--- src/rtl/mbssoc_apic.sv ---
// rtl/mbssoc_apic.sv - dual-core boot PC and reset sequencer
module mbssoc_apic #(
  parameter int                    DATA_WIDTH  = 32,
  parameter int                    HOLD_CYCLES = 4,
  parameter logic [DATA_WIDTH-1:0] BOOT_PC0    = '0
) (
  input  logic                  clk,
  input  logic                  rst_n,
  input  logic [4:0]            ctrl_bus,
  input  logic [DATA_WIDTH-1:0] data_bus,
  output logic [1:0]            cpu_rst_n,
  output logic [1:0]            cpu_pc_load,
  output logic [DATA_WIDTH-1:0] boot_pc0,
  output logic [DATA_WIDTH-1:0] boot_pc1,
  output logic [7:0]            status
);

  typedef enum logic [1:0] {
    ST_HALT = 2'd0,
    ST_HOLD = 2'd1,
    ST_RUN  = 2'd2
  } core_state_e;

  localparam logic [3:0] HOLD_INIT = 4'(HOLD_CYCLES);

  // strobe history holds {core1 pc, core0 pc, conf}
  logic [2:0]            strobe_q, strobe_d;
  logic [2:0]            strobe_rise;
  core_state_e           state_q [2];
  core_state_e           state_d [2];
  logic [3:0]            cnt_q [2];
  logic [3:0]            cnt_d [2];
  logic [DATA_WIDTH-1:0] pc_q [2];
  logic [DATA_WIDTH-1:0] pc_d [2];
  logic [1:0]            pcv_q, pcv_d;
  logic [1:0]            err_q, err_d;
  logic                  conf_wr;
  logic [1:0]            pc_wr;
  logic [1:0]            start_cmd;
  logic [1:0]            halt_cmd;
  logic                  clr_err;
  logic [1:0]            err_set;
  logic                  unused_bits;

  // RAM strobes and upper conf bits carry nothing for this block
  assign unused_bits = ^{ctrl_bus[1:0], data_bus[DATA_WIDTH-1:5]};

  // edge-detect strobes, decode commands and advance both core FSMs
  always_comb begin
    strobe_d    = ctrl_bus[4:2];
    strobe_rise = ctrl_bus[4:2] & ~strobe_q;
    conf_wr     = strobe_rise[0];
    pc_wr       = strobe_rise[2:1];
    start_cmd   = data_bus[1:0] & {2{conf_wr}};
    halt_cmd    = data_bus[3:2] & {2{conf_wr}};
    clr_err     = data_bus[4] & conf_wr;
    err_set     = 2'b00;
    for (int n = 0; n < 2; n++) begin
      state_d[n] = state_q[n];
      cnt_d[n]   = cnt_q[n];
      pc_d[n]    = pc_wr[n] ? data_bus : pc_q[n];
      case (state_q[n])
        ST_HALT: begin
          // halt beats start; start checks the pcv value held before this edge
          if (start_cmd[n] && !halt_cmd[n]) begin
            if (pcv_q[n]) begin
              state_d[n] = ST_HOLD;
              cnt_d[n]   = HOLD_INIT;
            end else begin
              err_set[n] = 1'b1;
            end
          end
        end
        ST_HOLD: begin
          if (halt_cmd[n]) begin
            state_d[n] = ST_HALT;
          end else if (cnt_q[n] <= 4'd1) begin
            state_d[n] = ST_RUN;
            cnt_d[n]   = 4'd0;
          end else begin
            cnt_d[n] = cnt_q[n] - 4'd1;
          end
        end
        ST_RUN: begin
          if (halt_cmd[n]) state_d[n] = ST_HALT;
        end
        default: state_d[n] = ST_HALT;
      endcase
    end
    pcv_d = pcv_q | pc_wr;
    err_d = (err_q & ~{2{clr_err}}) | err_set;
  end

  // state registers; reset leaves core0 booting and core1 parked
  always_ff @(posedge clk or negedge rst_n) begin
    if (!rst_n) begin
      strobe_q   <= 3'b000;
      state_q[0] <= ST_HOLD;
      state_q[1] <= ST_HALT;
      cnt_q[0]   <= HOLD_INIT;
      cnt_q[1]   <= 4'd0;
      pc_q[0]    <= BOOT_PC0;
      pc_q[1]    <= '0;
      pcv_q      <= 2'b01;
      err_q      <= 2'b00;
    end else begin
      strobe_q   <= strobe_d;
      state_q[0] <= state_d[0];
      state_q[1] <= state_d[1];
      cnt_q[0]   <= cnt_d[0];
      cnt_q[1]   <= cnt_d[1];
      pc_q[0]    <= pc_d[0];
      pc_q[1]    <= pc_d[1];
      pcv_q      <= pcv_d;
      err_q      <= err_d;
    end
  end

  // outputs are direct decodes of the state registers
  always_comb begin
    for (int n = 0; n < 2; n++) begin
      cpu_rst_n[n]   = (state_q[n] == ST_RUN);
      cpu_pc_load[n] = (state_q[n] == ST_HOLD);
    end
    boot_pc0 = pc_q[0];
    boot_pc1 = pc_q[1];
    status   = {err_q, pcv_q, cpu_rst_n, cpu_pc_load};
  end

endmodule

--- config.mk ---
export PLATFORM = sky130hd
export DESIGN_NAME = mbssoc_apic
export DESIGN_NICKNAME = d
export VERILOG_FILES = /design/src/rtl/mbssoc_apic.sv
export SDC_FILE = /design/constraint.sdc
export NUM_CORES = 1
export LEC_CHECK = 0
export BUFFER_PORTS_ARGS = -buffer_cell sky130_fd_sc_hd__clkbuf_2
export CORE_MARGIN = 2
export CORE_UTILIZATION = 50
export CTS_CLUSTER_SIZE = 24
export DETAILED_ROUTE_END_ITERATION = 6
export GPL_TIMING_DRIVEN = 0
export PLACE_DENSITY = 0.8
export SYNTH_ARGS = -nofsm -noshare
export SYNTH_HDL_FRONTEND = slang
export SYNTH_SLANG_ARGS = --single-unit
--- constraint.sdc ---
create_clock -name clk -period 1.5 [get_ports clk]
set_clock_uncertainty 0.05 [all_clocks]
set_input_delay 0.15 -clock clk [delete_from_list [all_inputs] [get_ports clk]]
set_output_delay 0.15 -clock clk [all_outputs]
set_load 0.05 [all_outputs]
==> Implementation_results.wiki, run 1 <==
{| class="wikitable"
! Metric !! Value
|-
| Cell with the biggest individual delay on the critical path || sky130_fd_sc_hd__dfstp_2
|-
| Max-Slew Margin vs Limit || between 70% and 80%
|-
| Standby leakage power || around 0.0023 uW
|-
| Clock buffer count from CTS || 9
|-
| Number of nets produced by synthesis || between 200 and 300
|-
| Largest net degree at the start of global routing || 66
|-
| Vias || about 2400
|-
| Number of rows in the core area || 29
|-
| Mean cell area of the mapped netlist || around 15 sq um
|-
| Violated checks || negative setup slack
|-
| Register area share after synthesis || 62.4%
|-
| Total setup violations reported at the end of the flow || 3
|-
| TritonCTS clock tree || done
|-
| Share of flip-flops with an asynchronous set or reset after synthesis || between 90% and 100%
|-
| FF-to-FF Start || state_q[2]
|-
| Predominant post-synthesis flop cell || sky130_fd_sc_hd__dfrtp_1
|-
| Startpoint types || register
|-
| Class of the most critical hold timing path || input port to register
|-
| Effective utilization at floorplan || between 50% and 60%
|-
| Synthesis warning total || 0
|-
| Die ar. || roughly 7300 sq um
|-
| Worst Tran Pin Value || approximately 310 ps
|-
| Count of port buffers added during placement || about 110
|-
| Core area || 6390 sq um
|-
| Portion of synthesized cell area occupied by the leading cell type || between 50 and 60%
|-
| List of most frequent post-synthesis cells || sky130_fd_sc_hd__dfrtp_1 (80), sky130_fd_sc_hd__mux2_2 (64), sky130_fd_sc_hd__nand2_1 (10)
|-
| Vertical extent of the die || 85.7 um
|-
| IO Pins || approximately 120
|-
| Outcome || finished, violations left
|-
| Antenna violations before repair || 0
|-
| Critical path data arrival time || ~1300 ps
|-
| Filler Cells Inserted || about 450
|-
| Setup repair after global routing missed its margin || yes
|-
| Slowest cell delay on critical path || approximately 550 ps
|-
| GRT Total Usage || a little over a fifth
|-
| Final Max Slew Viols || 0
|-
| Diodes inserted || 0
|-
| Worst setup EP type || output port
|-
| Routed WL per cell || 15.7 um
|-
| Ratio of final minimum period to clock period || 102%
|-
| Number of enable flip-flop cells after synthesis || 0
|-
| Source of the worst hold timing path || data_bus[15]
|-
| Floorplan die width || between 80 and 90 um
|-
| Clock insertion delay at the later pin of the skew report || between 300 and 400 ps
|-
| HPWL reported at the end of detailed placement || 4800 um
|-
| Maximum clock rate || roughly 650 MHz
|-
| Areal power density over the cells || ~1600 nW/um^2
|-
| Worst supply voltage drop on vdd || ~1.1 mV
|-
| Maximum fanout along the worst path || 3
|-
| Final wirelength || roughly 7400 um
|-
| Layout area overhead || 41.4%
|-
| First-pass iteration count of the detailed router || 3
|-
| Worst path top cell family by delay || flip-flops
|-
| Count of clock tree sinks || a little over 80
|-
| Initial DRC Count || 79
|-
| Unique cell type count in the Yosys netlist || 34
|-
| Post-DP Area || 4050 sq um
|-
| Post-synthesis register bit count || 83
|-
| Cells taking the most area after synthesis || sky130_fd_sc_hd__dfrtp_1 (60%), sky130_fd_sc_hd__mux2_2 (22%), sky130_fd_sc_hd__dfstp_2 (2.4%), sky130_fd_sc_hd__ha_1 (1.5%), sky130_fd_sc_hd__nand2_1 (1.1%)
|-
| Mapped cell area || 3340 sq um
|-
| Cell count after synthesis || approximately 230
|-
| Count of nets left with antenna violations after detail routing || 0
|-
| Required time at the worst-slack endpoint || approximately 1300 ps
|-
| Cell chain of the critical path || nor2b_4 > buf_6 > clkbuf_16
|-
| Clock transition time at the flip-flop clock pins of the worst setup and hold paths || 80 ps
|-
| Count of H-tree levels built during CTS || 3
|-
| Clk buf depth || 2
|-
| DRC violation count after routing || 0
|-
| Via count of the first global-routing pass || around 2600
|-
| Class of the most critical setup path || register to output port
|-
| Critical path launch point || state_q[2]
|-
| Post-layout minimum cycle time || around 1500 ps
|-
| Count of final hold-check violations || 0
|-
| Number of nets in the finished design || around 430
|-
| Global-route wire length before repair || 12100 um
|-
| Proportion of layout cells with a drive suffix above 1 || between 60% and 70%
|-
| Post-layout worst setup margin || -29.8 ps
|-
| Clock root buffer || sky130_fd_sc_hd__clkbuf_8
|-
| Final weighted congestion in routability-driven placement || slightly below 0.8
|-
| Total Neg Setup Slack || -65.9 ps
|-
| Final Cell Area || ~4700 sq um
|-
| Average via count per standard cell || between 5 and 6
|-
| Maxcap violations || 0
|-
| Synth area leader || sky130_fd_sc_hd__dfrtp_1
|-
| Most common cell in the synthesized netlist || sky130_fd_sc_hd__dfrtp_1
|-
| Residual overflow from global routing || 0
|-
| Total buffers and inverters traversed by the critical path || 2
|}
-- routing by layer --
| layer | global-route usage [%] | part of all wire (%) | up-vias | routed length [um] |
|---|---|---|---|---|
| met3 | 6.06 | 5.5 | 10 | 407 |
| met1 | 24.5 | 39 | 1177 | 2900 |
| met5 | 0 | 0 | - | 0 |
| met4 | 7.94 | 1.1 | 0 | 80 |
| li1 | - | - | 1117 | - |
| met2 | 37.1 | 54 | 68 | 4010 |
-- placed cells by master, fill, tap and decap left out, types with 4 or more instances in the layout --
cell	instances
sky130_fd_sc_hd__buf_6	7
sky130_fd_sc_hd__inv_1	8
sky130_fd_sc_hd__dfrtp_1	77
sky130_fd_sc_hd__buf_4	16
sky130_fd_sc_hd__clkbuf_2	105
sky130_fd_sc_hd__dlygate4sd3_1	27
sky130_fd_sc_hd__clkbuf_8	10
sky130_fd_sc_hd__a21oi_1	5
sky130_fd_sc_hd__nor2b_4	4
sky130_fd_sc_hd__nand2_1	10
sky130_fd_sc_hd__mux2_2	64
-- final timing paths --
check                      cells after the start            to  slack, ps
max                                            3     status[0]        -30
min                                            2  boot_pc0[15]         10
max reg2reg                                    6      cnt_q[7]        -20
min reg2reg                                    2      cnt_q[1]        460
max in group asynchronous                      3      cnt_q[6]        570
min in group asynchronous                      2  boot_pc1[25]        200
-- registers in the layout (all words and copies together), names as in the netlist --
signal and flops:
boot_pc0 32, boot_pc1 32, cnt_q 8, err_q 2
pcv_q 2, state_q 4, strobe_q 3
-- power breakdown --
part,switching [uW],internal (uW)
Combinational,1940,1110
Sequential,270,2650
Clock,757,934
Total,2970,4690
-- per-stage QoR --
step / util (%) / instances / setup WS (ps) / total power, uW / hold WS, ps
CTS: 72.8 / 467 / -73.4 / 7560 / 0.00297
floorplan: - / 229 / 16.5 / 4930 / -196
finish: 73.9 / 470 / -29.8 / 7660 / 10.4
global placement: 62.9 / 418 / -744 / 5490 / 221
global route: 73.9 / 470 / -88.8 / 8020 / 1.85
detailed placement: 63.4 / 419 / -137 / 5580 / 26.6
-- timing repair --
action	4_1_cts	5_1_grt
hold endpoints to repair	61	0
pin swaps	4	4
hold buffers	27	0
setup endpoints to repair	69	46
gates resized for setup	24	19
setup buffers	6	4
-- layout make-up --
class                   count  area, sq um  area share (%)
plain buffers              12         98.8            2.10
inverters                   8         30.0           0.637
clock buffers              11          131            2.79
flip-flops and latches     83         2080            44.2
multi-input cells         124         1200            25.4
well taps                  77         96.3            2.04
clock inverters             5         77.6            1.64
repair buffers            150         1000            21.2
-- cells by family after synthesis --
group           Yosys count  share of synthesized area, %
flops                    83                          62.4
compound gates           22                          4.57
mux                      65                          21.9
simple gates             33                          6.26
buf+inv                  22                          3.41
fa+ha+maj                 4                          1.50
(Power assumes the default switching activity.)
==> run 2, diff against run 1 <==
--- a/config.mk
+++ b/config.mk
@@ -7,11 +7,12 @@
 export LEC_CHECK = 0
 export BUFFER_PORTS_ARGS = -buffer_cell sky130_fd_sc_hd__clkbuf_2
 export CORE_MARGIN = 2
-export CORE_UTILIZATION = 50
+export CORE_UTILIZATION = 52
+export CTS_BUF_LIST = sky130_fd_sc_hd__clkbuf_8
 export CTS_CLUSTER_SIZE = 24
 export DETAILED_ROUTE_END_ITERATION = 6
 export GPL_TIMING_DRIVEN = 0
-export PLACE_DENSITY = 0.8
+export PLACE_DENSITY = 0.82
 export SYNTH_ARGS = -nofsm -noshare
 export SYNTH_HDL_FRONTEND = slang
 export SYNTH_SLANG_ARGS = --single-unit
==> run 2 against run 1 <==
  * The flow still finishes with violations (negative setup slack)
  * Critical path depth up 1
  * Flip-flop and latch count unchanged
  * First-iteration DRC count down 3.8%
  * Sequential power about the same
  * Critical endpoint unchanged
==> Implementation_results.wiki, run 2 (same netlist as run 1, synthesis figures left out) <==
{| class="wikitable"
! Metric !! Value
|-
| Clock share of power || 19.5% (-2.6 points)
|-
| Antenna violations before repair || 0 (unchanged)
|-
| Vias || 2376 (+0.17%)
|-
| Layout area overhead || 40.2%
|-
| HPWL reported at the end of detailed placement || 4860 um (+1.2%)
|-
| Ratio of final minimum period to clock period || 105% (+3.4 points)
|-
| Critical path data arrival time || 1380 ps (+50 ps)
|-
| Slowest cell delay on critical path || 560 ps (about the same)
|-
| Number of rows in the core area || 29 (unchanged)
|-
| Maximum fanout along the worst path || 3 (unchanged)
|-
| DRC violation count after routing || 0 (unchanged)
|-
| Sequential share of power || 39.9% (+1.8 points)
|-
| Final Max Slew Viols || 0 (unchanged)
|-
| Worst supply voltage drop on vdd || 1.14 mV (+6.4%)
|-
| Effective utilization at floorplan || 53.2% (+0.91 points)
|-
| Post-DP Area || 4050 sq um (unchanged)
|-
| Post-layout minimum cycle time || 1580 ps (+51.5 ps)
|-
| Diodes inserted || 0 (unchanged)
|-
| Post-Route Hold Slack || 21.1 ps (+10.7 ps)
|-
| Standby leakage power || 0.00224 uW (-1.1%)
|-
| Worst setup EP type || output port
|-
| Count of clock tree sinks || 83 (unchanged)
|-
| Count of H-tree levels built during CTS || 3 (unchanged)
|-
| Startpoint types || register
|-
| Class of the most critical setup path || register to output port
|-
| Vertical extent of the die || 84.1 um (-1.9%)
|-
| Required time at the worst-slack endpoint || 1300 ps (about the same)
|-
| Global-route wire length before repair || 11500 um (-4.7%)
|-
| Count of nets left with antenna violations after detail routing || 0 (unchanged)
|-
| Clk buf depth || 2 (unchanged)
|-
| Core area || 6280 sq um (-1.7%)
|-
| Total setup violations reported at the end of the flow || 2 (-1)
|-
| Final weighted congestion in routability-driven placement || 0.753 (-4.2%)
|-
| Setup repair after global routing missed its margin || yes
|-
| Final Cell Area || 4680 sq um (-0.82%)
|-
| Most frequent cells in the layout || sky130_fd_sc_hd__clkbuf_2 (105), sky130_fd_sc_hd__dfrtp_1 (77), sky130_fd_sc_hd__mux2_2 (64)
|-
| Most numerous cell on the critical path || sky130_fd_sc_hd__buf_6
|-
| GRT Total Usage || 20.8% (-0.30 points)
|-
| Outcome || finished, violations left
|-
| Clock buffer count from CTS || 9 (unchanged)
|-
| Post-layout worst setup margin || -81.3 ps (-51.5 ps)
|-
| Clock transition time at the flip-flop clock pins of the worst setup and hold paths || 80 ps (about the same)
|-
| Areal power density over the cells || 1570 nW/um^2 (-3.4%)
|-
| Worst Tran Pin Value || 385 ps (+72.4 ps)
|-
| Class of the most critical hold timing path || input port to register
|-
| TritonCTS clock tree || done
|-
| Net switching fraction of the power || 40.6% (+1.8 points)
|-
| Maxcap violations || 0 (unchanged)
|-
| Average via count per standard cell || 5.06 (+0.17%)
|-
| Most common cell after layout, fill and taps aside || sky130_fd_sc_hd__clkbuf_2
|-
| Proportion of layout cells with a drive suffix above 1 || 59.8% (-0.76 points)
|-
| Initial DRC Count || 76 (-3.8%)
|-
| First-pass iteration count of the detailed router || 4 (+1)
|-
| Maximum clock rate || 632 MHz (-3.3%)
|-
| Largest net degree at the start of global routing || 59 (-11%)
|-
| Floorplan die width || 84.1 um (-1.9%)
|-
| Routed WL per cell || 15.4 um (-2.0%)
|-
| Clock insertion delay at the later pin of the skew report || 330 ps (about the same)
|-
| Max-Slew Margin vs Limit || 74.3% (-4.8 points)
|-
| Final wirelength || 7240 um (-2.0%)
|-
| Count of port buffers added during placement || 112 (unchanged)
|-
| Power share of the combinational group || 40.6% (+0.8 points)
|-
| IO Pins || 115 (unchanged)
|-
| Cell chain of the critical path || nor2b_4 > buf_6 > buf_6 > clkbuf_16
|-
| Internal power || 4360 uW (-7.0%)
|-
| Violated checks || negative setup slack
|-
| Clock root buffer || sky130_fd_sc_hd__clkbuf_8
|-
| Post-layout total power || 7340 uW (-4.2%)
|-
| Cell with the biggest individual delay on the critical path || sky130_fd_sc_hd__dfstp_2
|-
| Number of nets in the finished design || 431 (unchanged)
|-
| Count of final hold-check violations || 0 (unchanged)
|-
| Filler Cells Inserted || 415 (-8.4%)
|-
| Net Switching || 2980 uW (+0.36%)
|-
| Die ar. || 7070 sq um (-3.7%)
|-
| Via count of the first global-routing pass || 2459 (-4.8%)
|-
| Residual overflow from global routing || 0 (unchanged)
|}
## run 2: cell types whose count changed in the layout (fill, tap and decap cells not counted), sizes merged
cell,before,now
inv,8,10
clkinvlp,1,2
dlygate4sd3,27,30
buf,25,21
bufinv,2,0
## run 2: area by class of cell
class                      count  area [sq um]  area share (%)
sequential                    83          2080            44.6
multi-input combinational    124          1200            25.6
timing repair buffer         149           975            20.8
clock buffer                  10           138            2.94
buffer                        13           114            2.43
tap                           77          96.3            2.06
clock inverter                 6          41.3           0.883
inverter                       8          30.0           0.642
## run 2: final timing paths
kind	start	endpoint	slack [ps]	cells past startpoint
worst max-delay path	state_q[2]	status[0]	-80	4
worst min-delay path	data_bus[24]	boot_pc0[24]	20	2
worst max register to register	state_q[2]	cnt_q[7]	20	5
worst min register to register	err_q[0]	err_q[0]	440	2
max in group asynchronous	rst_n	state_q[2]	520	3
min in group asynchronous	rst_n	boot_pc0[14]	230	2
## run 2: per-stage QoR
step           cells  setup TNS, ps  utilization (%)  setup WS (ps)
6_report         470           -141             74.5          -81.3
5_1_grt          470           -649             74.5           -135
4_1_cts          466           -169             73.1          -82.1
3_5_place_dp     419          -3010             64.5           -107
3_3_place_gp     418         -47160             64.0           -728
2_1_floorplan    229              0                -           16.5
## run 2: what timing repair did
action,4_1_cts,5_1_grt
hold buffers,27,3
gates resized for setup,19,18
buffers inserted,4,2
endpoints found under the setup margin,68,63
endpoints found under the hold margin,69,5
gates cloned,0,0
pin swaps,1,3
## run 2: power by group through the flow
stage	clock network, uW	registers (uW)	logic (uW)
after floorplan	0	3820	1110
after global placement	0	2920	2560
after detailed placement	0	2950	2630
after CTS	1490	2900	2860
after global routing	1590	2970	3160
final	1430	2920	2980
## run 2: critical path: cells and delay by family (launching register included)
kind	cells	cell delay, ps
buf+inv	3	350
flops	1	560
simple gates	1	150
## run 2: routing by layer
| metal | GRT usage [%] | vias to the layer above | part of all wire (%) |
|---|---|---|---|
| met1 | 25.8 | 1170 | 41 |
| met5 | 0 | - | 0 |
| li1 | - | 1119 | - |
| met3 | 7.62 | 6 | 6.8 |
| met4 | 7.18 | 0 | 0.79 |
| met2 | 33.8 | 81 | 51 |
==> run 3, diff against run 2 <==
--- a/config.mk
+++ b/config.mk
@@ -5,7 +5,9 @@
 export SDC_FILE = /design/constraint.sdc
 export NUM_CORES = 1
 export LEC_CHECK = 0
-export BUFFER_PORTS_ARGS = -buffer_cell sky130_fd_sc_hd__clkbuf_2
+export ABC_AREA = 1
+export BUFFER_PORTS_ARGS = -buffer_cell sky130_fd_sc_hd__buf_4
+export CORE_ASPECT_RATIO = 1.5
 export CORE_MARGIN = 2
 export CORE_UTILIZATION = 52
 export CTS_BUF_LIST = sky130_fd_sc_hd__clkbuf_8
==> run 3 against run 2 <==
  * The flow still finishes with violations (negative setup slack)
  * Global-route usage up 3.1 points
  * Design area is 1.0% lower
  * Cell count up 22%
  * Fmax is 2.8% higher
  * Via count grew 22%
  * Area after synthesis is 1.7% higher
  * Wire length up 15%
  * Non-clock buffer count shrank 25
  * Worst setup slack improved by 43 ps
  * Combinational power down 9.1%
  * Largest power group is now sequential cells
==> Implementation_results.wiki, run 3 <==
{| class="wikitable"
! Metric !! Value
|-
| Cells taking the most area after synthesis || sky130_fd_sc_hd__dfrtp_1 (59%), sky130_fd_sc_hd__o21ai_0 (10%), sky130_fd_sc_hd__nand2_1 (9.6%), sky130_fd_sc_hd__inv_1 (5.8%), sky130_fd_sc_hd__dfstp_2 (2.3%)
|-
| FF-to-FF Start || cnt_q[4]
|-
| Worst setup EP type || output port
|-
| Number of cells on the critical path || 4 (unchanged)
|-
| Share of flip-flops with an asynchronous set or reset after synthesis || 100% (unchanged)
|-
| Critical path launch point || state_q[2]
|-
| Slowest cell delay on critical path || 560 ps (about the same)
|-
| Worst supply voltage drop on vdd || 1.05 mV (-7.8%)
|-
| Initial DRC Count || 188 (+150%)
|-
| Die ar. || 7200 sq um (+1.8%)
|-
| Number of enable flip-flop cells after synthesis || 0 (unchanged)
|-
| Final wirelength || 8350 um (+15%)
|-
| Maximum clock rate || 650 MHz (+2.8%)
|-
| Critical path data arrival time || 1340 ps (-40 ps)
|-
| Most common cell in the synthesized netlist || sky130_fd_sc_hd__nand2_1
|-
| Number of nets produced by synthesis || 405 (+49%)
|-
| Diodes inserted || 0 (unchanged)
|-
| Violated checks || negative setup slack
|-
| Final weighted congestion in routability-driven placement || 0.819 (+8.8%)
|-
| Max-Slew Margin vs Limit || 31.7% (-43 points)
|-
| Register area share after synthesis || 61.3% (-1.1 points)
|-
| Most common cell after layout, fill and taps aside || sky130_fd_sc_hd__buf_4
|-
| Outcome || finished, violations left
|-
| Core area || 6400 sq um (+1.9%)
|-
| Post-Synth Adder-Cell Area || 1.47% (-0.025 points)
|-
| Number of rows in the core area || 36 (+24%)
|-
| Post-Synth XOR/XNOR Area || 0.516% (+0.52 points)
|-
| Share of cell area taken by muxes after synthesis || 0% (-22 points)
|-
| Pre-CTS WS || 35.1 ps (+142 ps)
|-
| Count of nets left with antenna violations after detail routing || 0 (unchanged)
|-
| Global-route wire length before repair || 13400 um (+16%)
|-
| Mean cell area of the mapped netlist || 9.38 sq um (-36%)
|-
| Class of the most critical hold timing path || input port to register
|-
| DRC violation count after routing || 0 (unchanged)
|-
| Largest family of logic cells by synthesized area || simple AND/OR/NAND/NOR gates
|-
| First-pass iteration count of the detailed router || 4 (unchanged)
|-
| Required time at the worst-slack endpoint || 1300 ps (about the same)
|-
| Average via count per standard cell || 5.06 (about the same)
|-
| Clock transition time at the flip-flop clock pins of the worst setup and hold paths || 80 ps (about the same)
|-
| Clk buf depth || 2 (unchanged)
|-
| Via count of the first global-routing pass || 2876 (+17%)
|-
| Worst setup path end || status[0]
|-
| Number of nets in the finished design || 535 (+24%)
|-
| Post-DP Area || 4340 sq um (+7.1%)
|-
| Area occupied by multi-input gates || 1040 sq um (-14%)
|-
| Post-synthesis register bit count || 83 (unchanged)
|-
| Cell chain of the critical path || inv_2 > nor2_4 > buf_6 > buf_8
|-
| RR Endpoint || cnt_q[7]
|-
| Final Max Slew Viols || 0 (unchanged)
|-
| Cell count after synthesis || 362 (+58%)
|-
| Fraction of the mapped netlist area in compound gates || 11.4% (+6.8 points)
|-
| Flip-flop and latch area || 2080 sq um (-0.18%)
|-
| HPWL reported at the end of detailed placement || 6010 um (+24%)
|-
| Mapped cell area || 3390 sq um (+1.7%)
|-
| Clock insertion delay at the later pin of the skew report || 350 ps (+20 ps)
|-
| Clock buffer count from CTS || 9 (unchanged)
|-
| GRT Total Usage || 24.0% (+3.1 points)
|-
| Floorplan die width || 70.0 um (-17%)
|-
| Count of H-tree levels built during CTS || 3 (unchanged)
|-
| Standby leakage power || 0.00250 uW (+12%)
|-
| Synth area leader || sky130_fd_sc_hd__dfrtp_1
|-
| Setup repair after global routing missed its margin || yes
|-
| Total setup violations reported at the end of the flow || 3 (+1)
|-
| Ratio of final minimum period to clock period || 103% (-2.9 points)
|-
| Class of the most critical setup path || register to output port
|-
| Vertical extent of the die || 103 um (+22%)
|-
| Maximum fanout along the worst path || 4 (+1)
|-
| TritonCTS clock tree || done
|-
| Routed WL per cell || 14.6 um (-5.5%)
|-
| Proportion of layout cells with a drive suffix above 1 || 32.2% (-28 points)
|-
| Residual overflow from global routing || 0 (unchanged)
|-
| Predominant post-synthesis flop cell || sky130_fd_sc_hd__dfrtp_1
|-
| Vias || 2897 (+22%)
|-
| Post-layout minimum cycle time || 1540 ps (-43.0 ps)
|-
| GRT met1 Usage || 27.8% (+2.0 points)
|-
| Post-layout util || 72.4% (-2.1 points)
|-
| Antenna violations before repair || 0 (unchanged)
|-
| Met2 routing resource usage after global routing || 41.5% (+7.7 points)
|-
| IO Pins || 115 (unchanged)
|-
| Count of port buffers added during placement || 112 (unchanged)
|-
| Maxcap violations || 0 (unchanged)
|-
| Layout area overhead || 36.4%
|-
| Startpoint types || register
|-
| Clock root buffer || sky130_fd_sc_hd__clkbuf_8
|-
| Count of final hold-check violations || 0 (unchanged)
|-
| Worst setup slack for register-to-register paths || 100 ps (+80 ps)
|-
| Reg2Reg Depth || 5 (unchanged)
|-
| Effective utilization at floorplan || 53.1% (-0.088 points)
|-
| Most frequent cells in the layout || sky130_fd_sc_hd__buf_4 (115), sky130_fd_sc_hd__nand2_1 (87), sky130_fd_sc_hd__dfrtp_1 (80)
|-
| Unique cell type count in the Yosys netlist || 22 (-35%)
|-
| Worst path top cell family by delay || flip-flops
|-
| Met3 Usage GRT || 5.77% (-1.8 points)
|-
| Simple-gate area share of the yosys netlist || 16.6% (+10 points)
|-
| Cell with the biggest individual delay on the critical path || sky130_fd_sc_hd__dfstp_2
|-
| Total buffers and inverters traversed by the critical path || 3 (unchanged)
|-
| Count of clock tree sinks || 83 (unchanged)
|-
| Largest net degree at the start of global routing || 84 (+42%)
|-
| Synthesis warning total || 0 (unchanged)
|-
| Worst Tran Pin Value || 1020 ps (+640 ps)
|-
| Final Cell Area || 4630 sq um (-1.0%)
|-
| Post-layout worst setup margin || -38.4 ps (+43.0 ps)
|-
| Areal power density over the cells || 1530 nW/um^2 (-2.7%)
|-
| Total Neg Setup Slack || -80.7 ps (+60.1 ps)
|-
| List of most frequent post-synthesis cells || sky130_fd_sc_hd__nand2_1 (87), sky130_fd_sc_hd__dfrtp_1 (80), sky130_fd_sc_hd__o21ai_0 (71)
|-
| Top Usage Layer GRT || met2
|-
| Portion of synthesized cell area occupied by the leading cell type || 59.0% (-1.0 points)
|-
| Filler Cells Inserted || 505 (+22%)
|}
==> run 3: cell types whose count changed after synthesis, sizes merged, moves of 3 or more <==
| cell | change |
|---|---|
| mux2 | -64 |
| nand2 | +82 |
| a21oi | -5 |
| nand3b | -3 |
| o31ai | -3 |
| nor2b | -6 |
| nor2 | +12 |
| clkbuf | +4 |
| nand3 | +14 |
| inv | +44 |
| o21ai | +68 |
==> run 3: worst min-delay path: stages <==
cell and delay [ps]:
sky130_fd_sc_hd__buf_4 110, sky130_fd_sc_hd__inv_1 50, sky130_fd_sc_hd__o21ai_0 70
==> run 3: kinds of logic (layout without fill, tap and decap cells) <==
kind of cell               count (synthesis)  in the layout
adders and majority gates                  4              4
AOI/OAI and AO/OA                         76             76
DFF                                       83             83
and+or+nand+nor                          126            126
xor gates and xnor gates                   2              2
buffers and inverters                     71            206
==> run 3: final cells by class <==
class,count,share of cell area [%]
repair buffers,119,20.1
multi-input cells,208,22.4
well taps,76,2.05
flip-flops and latches,83,44.9
plain buffers,18,2.19
inverters,53,4.32
clock buffers,10,2.97
clock inverters,6,1.08
==> run 3: worst min-delay path by stage <==
| stage | start | slack, ps | depth (start not counted) | endpoint |
|---|---|---|---|---|
| after floorplan | rst_n | -200 | 0 | boot_pc0[0] |
| after global placement | ctrl_bus[4] | 220 | 1 | strobe_q[2] |
| after detailed placement | ctrl_bus[3] | 220 | 1 | strobe_q[1] |
| after CTS | data_bus[30] | 10 | 3 | boot_pc0[30] |
| after global routing | data_bus[28] | 30 | 3 | boot_pc1[28] |
| final | data_bus[30] | 30 | 3 | boot_pc0[30] |
==> run 3: timing repair <==
| action | 4_1_cts | 5_1_grt |
|---|---|---|
| endpoints found under the setup margin | 3 | 14 |
| resized for setup | 5 | 10 |
| hold buffers | 4 | 0 |
| pin swaps | 1 | 2 |
| cloned | 0 | 0 |
| setup buffers | 1 | 2 |
| endpoints found under the hold margin | 83 | 0 |
==> run 3: power breakdown <==
part,switching (uW),internal (uW)
logic,1830,881
registers,233,2590
clock network,739,789
total,2800,4260
==> run 3: per-layer routing <==
| metal | share of wire [%] | vias to the layer above |
|---|---|---|
| li1 | - | 1392 |
| met5 | 0 | - |
| met2 | 54 | 87 |
| met1 | 38 | 1398 |
| met4 | 3.5 | 0 |
| met3 | 4.5 | 20 |
==> run 3: metrics by stage <==
stage               cells  total power, uW  hold slack (ps)
floorplan             362             4610             -196
global placement      550             5350              219
detailed placement    550             5440              224
CTS                   571             7020             10.5
global route          573             7440             26.6
finish                573             7070             26.6
